**src/rtl/cla16_pipe.sv**
```systemverilog
`default_nettype none
// ============================================================================
//  Module   : cla16_pipe
//  Function : Two-stage pipelined 16-bit carry-lookahead adder (4 x 4-bit
//             groups) with valid/ready handshakes on both sides.
//  Revision : 1.0  initial release
// ============================================================================
module cla16_pipe (
   input  logic        clk,
   input  logic        rst_n,
   input  logic        in_valid,
   output logic        in_ready,
   input  logic [15:0] a,
   input  logic [15:0] b,
   input  logic        c_in,
   output logic        out_valid,
   input  logic        out_ready,
   output logic [15:0] sum,
   output logic        c_out,
   output logic        ovf,
   output logic        P,
   output logic        G
);

   localparam int c_GROUPS = 4;
   localparam int c_GW     = 4;

   // ------------------------------------------------------------------------
   // Stage 1: per-bit generate/propagate and group P/G
   // ------------------------------------------------------------------------
   logic [15:0]         w_s1_g;
   logic [15:0]         w_s1_p;
   logic [c_GROUPS-1:0] w_s1_gp;
   logic [c_GROUPS-1:0] w_s1_gg;

   assign w_s1_g = a & b;
   assign w_s1_p = a | b;

   generate
      for (genvar k = 0; k < c_GROUPS; k++) begin : g_s1_grp
         logic [c_GW-1:0] w_gi;
         logic [c_GW-1:0] w_pi;

         assign w_gi = w_s1_g[k*c_GW +: c_GW];
         assign w_pi = w_s1_p[k*c_GW +: c_GW];

         assign w_s1_gp[k] = &w_pi;
         assign w_s1_gg[k] = w_gi[3]
                           | (w_pi[3] & w_gi[2])
                           | (w_pi[3] & w_pi[2] & w_gi[1])
                           | (w_pi[3] & w_pi[2] & w_pi[1] & w_gi[0]);
      end
   endgenerate

   // ------------------------------------------------------------------------
   // Handshake: a stage moves when empty or when its successor drains it
   // ------------------------------------------------------------------------
   logic                r_s1_valid;
   logic [15:0]         r_s1_a;
   logic [15:0]         r_s1_b;
   logic                r_s1_cin;
   logic [c_GROUPS-1:0] r_s1_gp;
   logic [c_GROUPS-1:0] r_s1_gg;

   logic w_s2_advance;
   logic w_s1_advance;
   logic w_in_fire;
   logic w_s1_fire;

   assign w_s2_advance = !out_valid | out_ready;
   assign w_s1_advance = !r_s1_valid | w_s2_advance;
   assign in_ready     = w_s1_advance;
   assign w_in_fire    = in_valid & w_s1_advance;
   assign w_s1_fire    = r_s1_valid & w_s2_advance;

   always_ff @(posedge clk or negedge rst_n) begin
      if (!rst_n) begin
         r_s1_valid <= 1'b0;
         r_s1_a     <= '0;
         r_s1_b     <= '0;
         r_s1_cin   <= 1'b0;
         r_s1_gp    <= '0;
         r_s1_gg    <= '0;
      end else begin
         if (w_s1_advance) begin
            r_s1_valid <= in_valid;
         end
         if (w_in_fire) begin
            r_s1_a   <= a;
            r_s1_b   <= b;
            r_s1_cin <= c_in;
            r_s1_gp  <= w_s1_gp;
            r_s1_gg  <= w_s1_gg;
         end
      end
   end

   // ------------------------------------------------------------------------
   // Stage 2: second-level lookahead for group carries
   // ------------------------------------------------------------------------
   logic [c_GROUPS:0] w_gc;
   logic              w_blk_p;
   logic              w_blk_g;

   assign w_gc[0] = r_s1_cin;
   assign w_gc[1] = r_s1_gg[0]
                  | (r_s1_gp[0] & r_s1_cin);
   assign w_gc[2] = r_s1_gg[1]
                  | (r_s1_gp[1] & r_s1_gg[0])
                  | (r_s1_gp[1] & r_s1_gp[0] & r_s1_cin);
   assign w_gc[3] = r_s1_gg[2]
                  | (r_s1_gp[2] & r_s1_gg[1])
                  | (r_s1_gp[2] & r_s1_gp[1] & r_s1_gg[0])
                  | (r_s1_gp[2] & r_s1_gp[1] & r_s1_gp[0] & r_s1_cin);
   assign w_gc[4] = w_blk_g
                  | (w_blk_p & r_s1_cin);

   assign w_blk_p = &r_s1_gp;
   assign w_blk_g = r_s1_gg[3]
                  | (r_s1_gp[3] & r_s1_gg[2])
                  | (r_s1_gp[3] & r_s1_gp[2] & r_s1_gg[1])
                  | (r_s1_gp[3] & r_s1_gp[2] & r_s1_gp[1] & r_s1_gg[0]);

   // In-group carries are rebuilt from the registered operands rather than
   // carrying 32 extra g/p flops through the stage-1 register.
   logic [15:0] w_s2_g;
   logic [15:0] w_s2_p;
   logic [15:0] w_s2_x;
   logic [15:0] w_carry;
   logic [15:0] w_sum;
   logic        w_ovf;

   assign w_s2_g = r_s1_a & r_s1_b;
   assign w_s2_p = r_s1_a | r_s1_b;
   assign w_s2_x = r_s1_a ^ r_s1_b;

   generate
      for (genvar k = 0; k < c_GROUPS; k++) begin : g_s2_grp
         logic [c_GW-1:0] w_gi;
         logic [c_GW-1:0] w_pi;
         logic            w_ci;

         assign w_gi = w_s2_g[k*c_GW +: c_GW];
         assign w_pi = w_s2_p[k*c_GW +: c_GW];
         assign w_ci = w_gc[k];

         assign w_carry[k*c_GW + 0] = w_ci;
         assign w_carry[k*c_GW + 1] = w_gi[0]
                                    | (w_pi[0] & w_ci);
         assign w_carry[k*c_GW + 2] = w_gi[1]
                                    | (w_pi[1] & w_gi[0])
                                    | (w_pi[1] & w_pi[0] & w_ci);
         assign w_carry[k*c_GW + 3] = w_gi[2]
                                    | (w_pi[2] & w_gi[1])
                                    | (w_pi[2] & w_pi[1] & w_gi[0])
                                    | (w_pi[2] & w_pi[1] & w_pi[0] & w_ci);
      end
   endgenerate

   assign w_sum = w_s2_x ^ w_carry;
   assign w_ovf = w_carry[15] ^ w_gc[4];

   always_ff @(posedge clk or negedge rst_n) begin
      if (!rst_n) begin
         out_valid <= 1'b0;
         sum       <= '0;
         c_out     <= 1'b0;
         ovf       <= 1'b0;
         P         <= 1'b0;
         G         <= 1'b0;
      end else begin
         if (w_s2_advance) begin
            out_valid <= r_s1_valid;
         end
         if (w_s1_fire) begin
            sum   <= w_sum;
            c_out <= w_gc[4];
            ovf   <= w_ovf;
            P     <= w_blk_p;
            G     <= w_blk_g;
         end
      end
   end

endmodule
`default_nettype wire

```
**config.mk**
```make
export PLATFORM = sky130hd
export DESIGN_NAME = cla16_pipe
export DESIGN_NICKNAME = d
export VERILOG_FILES = /design/src/rtl/cla16_pipe.sv
export SDC_FILE = /design/constraint.sdc
export NUM_CORES = 1
export LEC_CHECK = 0
export ABC_AREA = 1
export CELL_PAD_IN_SITES_DETAIL_PLACEMENT = 0
export CELL_PAD_IN_SITES_GLOBAL_PLACEMENT = 1
export CORE_MARGIN = 2
export CORE_UTILIZATION = 37
export CTS_BUF_LIST = sky130_fd_sc_hd__clkbuf_8
export DETAILED_ROUTE_END_ITERATION = 10
export PLACE_DENSITY = 0.8
export SLEW_MARGIN = 20
export SYNTH_ARGS = -nofsm -noshare
export SYNTH_HDL_FRONTEND = slang
export SYNTH_SLANG_ARGS = --single-unit
```
**constraint.sdc**
```tcl
create_clock -name clk -period 1.6 [get_ports clk]
set_clock_uncertainty 0.1 [all_clocks]
set_input_delay 0.16 -clock clk [delete_from_list [all_inputs] [get_ports clk]]
set_output_delay 0.16 -clock clk [all_outputs]
set_load 0.01 [all_outputs]
```
==> flow_metrics.tcl, run 1 <==
set metrics [dict create \
    ys_ff_latch 63 \
    final_util_pct 48.7 \
    setup_violations 0 \
    numCtsBuffers 9 \
    p_int_mw 3.52 \
    path_clk_slew_ns 0.07 \
    die_area_um2 10400 \
    cp_max_fo 4 \
    finalHoldViolations 0 \
    synth.avg_cell_area_um2 8.03 \
    synth_fa_ha_area_share_pct 10.7 \
    synth_top_area_share_pct 44.5 \
    nNetsFinal 577 \
    die_w_um 102 \
    endpoint_kind "flop" \
    via_count 2861 \
    viasPerCell 4.44 \
    fin_crit_sh_pct 95.9 \
    synth-compound-area-share_pct 8.94 \
    max_freq_ghz 0.652 \
    diodes 0 \
    yosys-top-cells-count "nand2_1, dfrtp_1, inv_1" \
    synth_xor_area_share_pct 1.98 \
    p_seq_share_pct 42.4 \
    muxShareOfSynthArea_pct 0 \
    rsz0062_at_grt "true" \
    hp-class "input pin to asynchronous set/reset pin" \
    synthSimpleGateAreaFrac_pct 24.6 \
    yosysWarnings 0 \
    yosysSeqAreaShare_pct 44.5 \
    worstMarginPinSlew_ns 0.355 \
    drv_slew 0 \
    crit_family "adder cells" \
    maxCapViolations 0 \
    cts_buffer_depth 2 \
    crit_chain "nand2_2, nand2_4, nand2_2, nand2_2, fa_2, nand2_1, nand2_1" \
    final.min_clock_period_ns 1.53 \
    grt_usage_pct 15.4 \
    ys_top_cells_by_area "dfrtp_1, nand2_1, ha_1" \
    initial_core_util_pct 38.3 \
    synthCells 441 \
    die_y_um 102 \
    criticalPathCategory "flop to flop" \
    pwr-share-comb_pct 37.5 \
    htreeDepth 3 \
    powerDensity_nw_per_um2 1190 \
    ys.flop_type "dfrtp_1" \
    gp_congestion 0.874 \
    layout-drive-gt1-share_pct 7.77 \
    leakagePower_nw 2.26 \
    antenna_found_initial 0 \
    io-pin-count 59 \
    area_growth_pct 27.0 \
    port_buffers 58 \
    cts.sinks 63 \
    grt_max_degree 64 \
    crit_slowest_cell "fa_2" \
    first_pass_iters 5 \
    start_kind "flop" \
    syn_area_um2 3540 \
    synth_cell_types 27 \
    ant_nets 0 \
    relSlewSlack_pct 76.1 \
    synthMostInstantiatedCell "nand2_1" \
    dp_hpwl_mm 5.71 \
    crit_buf_inv 0 \
    grt_pass1_wl_mm 12.5 \
    crit_top_cell "nand2_2" \
    wl_per_cell_um 11.5 \
    root_buffer "clkbuf_8" \
    cts_tree "built" \
    p_sw_share_pct 34.1 \
    p_sw_mw 1.82 \
    grt-ovfl-total 0 \
    synthArstFlopShare_pct 100 \
    route.detailed.drc 0 \
    status "finished clean" \
    grt_pass1_vias 2710 \
    critical_path_required_ns 1.77 \
    rows 35 \
    insertion_delay_ns 0.33 \
    synth_top_area_cell "dfrtp_1" \
    totalWireLength_mm 7.41 \
    setup_tns_ns 0 \
    slowest_delay_ns 0.54 \
    clkPwrFrac_pct 20.2 \
    core_um2 9240 \
    max-vdd-ir-drop_mv 0.356 \
    synth_top_family_by_area "simple AND/OR/NAND/NOR gates" \
    syn-num-nets 506 \
    drt_iter0_markers 85 \
    cp.arrival_ns 1.70 \
    synth-edff-count 0 \
]
==> power groups by stage <==
stage	combinational, mW	sequential [mW]	clock (mW)
detailed placement	1.98	2.29	0
finish	2.00	2.26	1.08
floorplan	0.996	2.35	0
global route	2.26	2.32	1.17
CTS	1.99	2.27	1.11
global placement	1.96	2.27	0
==> timing repair <==
action | 4_1_cts | 5_1_grt
hold endpoints to repair | 63 | 0
buffers inserted | 0 | 3
pin swaps | 0 | 2
setup endpoints to repair | 1 | 4
hold buffers | 1 | 0
resized for setup | 1 | 6
==> metal layers <==
metal / share of wire [%] / GRT usage (%) / wire (um) / vias up
met5: 0 / 0 / 0 / -
met4: 1.0 / 6.36 / 75 / 0
met3: 2.8 / 2.26 / 207 / 4
met2: 43 / 22.6 / 3210 / 39
met1: 53 / 22.8 / 3920 / 1300
li1: - / - / - / 1518
==> stage by stage <==
step / setup slack (ns) / area (um2) / hold slack [ns] / total power, mW / cells
final: 0.0664 / 4500 / 0.273 / 5.34 / 644
after floorplan: 0.130 / 3540 / -0.236 / 3.34 / 441
after global routing: -0.0195 / 4500 / 0.317 / 5.75 / 644
after global placement: 0.0363 / 4300 / 0.0983 / 4.23 / 626
after detailed placement: 0.0214 / 4300 / 0.0994 / 4.27 / 626
after CTS: 0.00723 / 4450 / 0.288 / 5.36 / 641
==> cell type report <==
class,count,area (um2)
Sequential cell,63,1580
Tap cell,129,161
Inverter,64,240
Fill cell,918,4740
Timing Repair Buffer,71,712
Multi-Input combinational cell,303,1660
Clock buffer,9,124
Clock inverter,5,21.3
==> registers in the layout, indices dropped and copies added, names as in the netlist <==
| name | flops |
|---|---|
| r_s1_gg | 4 |
| P | 1 |
| ovf | 1 |
| g_s2_grp.w_ci | 1 |
| out_valid | 1 |
| sum | 16 |
| r_s1_gp | 4 |
| G | 1 |
| c_out | 1 |
| r_s1_a | 16 |
| r_s1_b | 16 |
| r_s1_valid | 1 |
==> worst reg2reg max path, cell delays in order (launching register included) <==
cell and delay (ns):
dfrtp_1 0.42, nand2_2 0.10, nand2_4 0.07, nand2_2 0.06, nand2_2 0.07, fa_2 0.54
nand2_1 0.06, nand2_1 0.06
==> kinds of logic (layout without fill, tap and decap cells) <==
family                   count (synthesis)  count (layout)
flip-flops                              63              63
AO/OA/AOI/OAI                           58              58
AND/OR/NAND/NOR                        209             209
adder cells (fa/ha/maj)                 28              28
buffers and inverters                   75             149
XOR/XNOR                                 8               8
==> layout by cell type, fill, tap and decap left out, drive strengths merged <==
cell,n
a21oi,13
a31oi,1
buf,13
clkbuf,9
clkdlybuf4s50,56
clkinv,2
dfrtp,63
dlygate4sd2,1
dlygate4sd3,1
fa,4
ha,24
inv,67
nand2,138
nand3,25
nand3b,2
nand4,6
nor2,28
nor3,9
o211ai,4
o21ai,37
o21bai,3
or2,1
xnor2,6
xor2,2
==> path summary, 6_finish.rpt <==
check                                 from   endpoint  slack [ns]  cells after the start
min in group clk                      a[7]  r_s1_a[7]        0.32                      3
worst max register to register  r_s1_gp[0]    sum[12]        0.07                      7
worst max-delay path            r_s1_gp[0]    sum[12]        0.07                      7
worst min-delay path                 rst_n  r_s1_a[2]        0.27                      3
max in group asynchronous            rst_n    sum[14]        0.85                      3
worst min register to register     sum[11]    sum[11]        0.38                      2
Note: power is estimated with default switching activity, not from simulation.
==> run 2, diff against run 1 <==
--- a/config.mk
+++ b/config.mk
@@ -11,6 +11,7 @@
 export CORE_MARGIN = 2
 export CORE_UTILIZATION = 37
 export CTS_BUF_LIST = sky130_fd_sc_hd__clkbuf_8
+export CTS_CLUSTER_DIAMETER = 60
 export DETAILED_ROUTE_END_ITERATION = 10
 export PLACE_DENSITY = 0.8
 export SLEW_MARGIN = 20
==> results of run 2 <==
The final DEF is identical to that of run 1; final timing and power are the same.
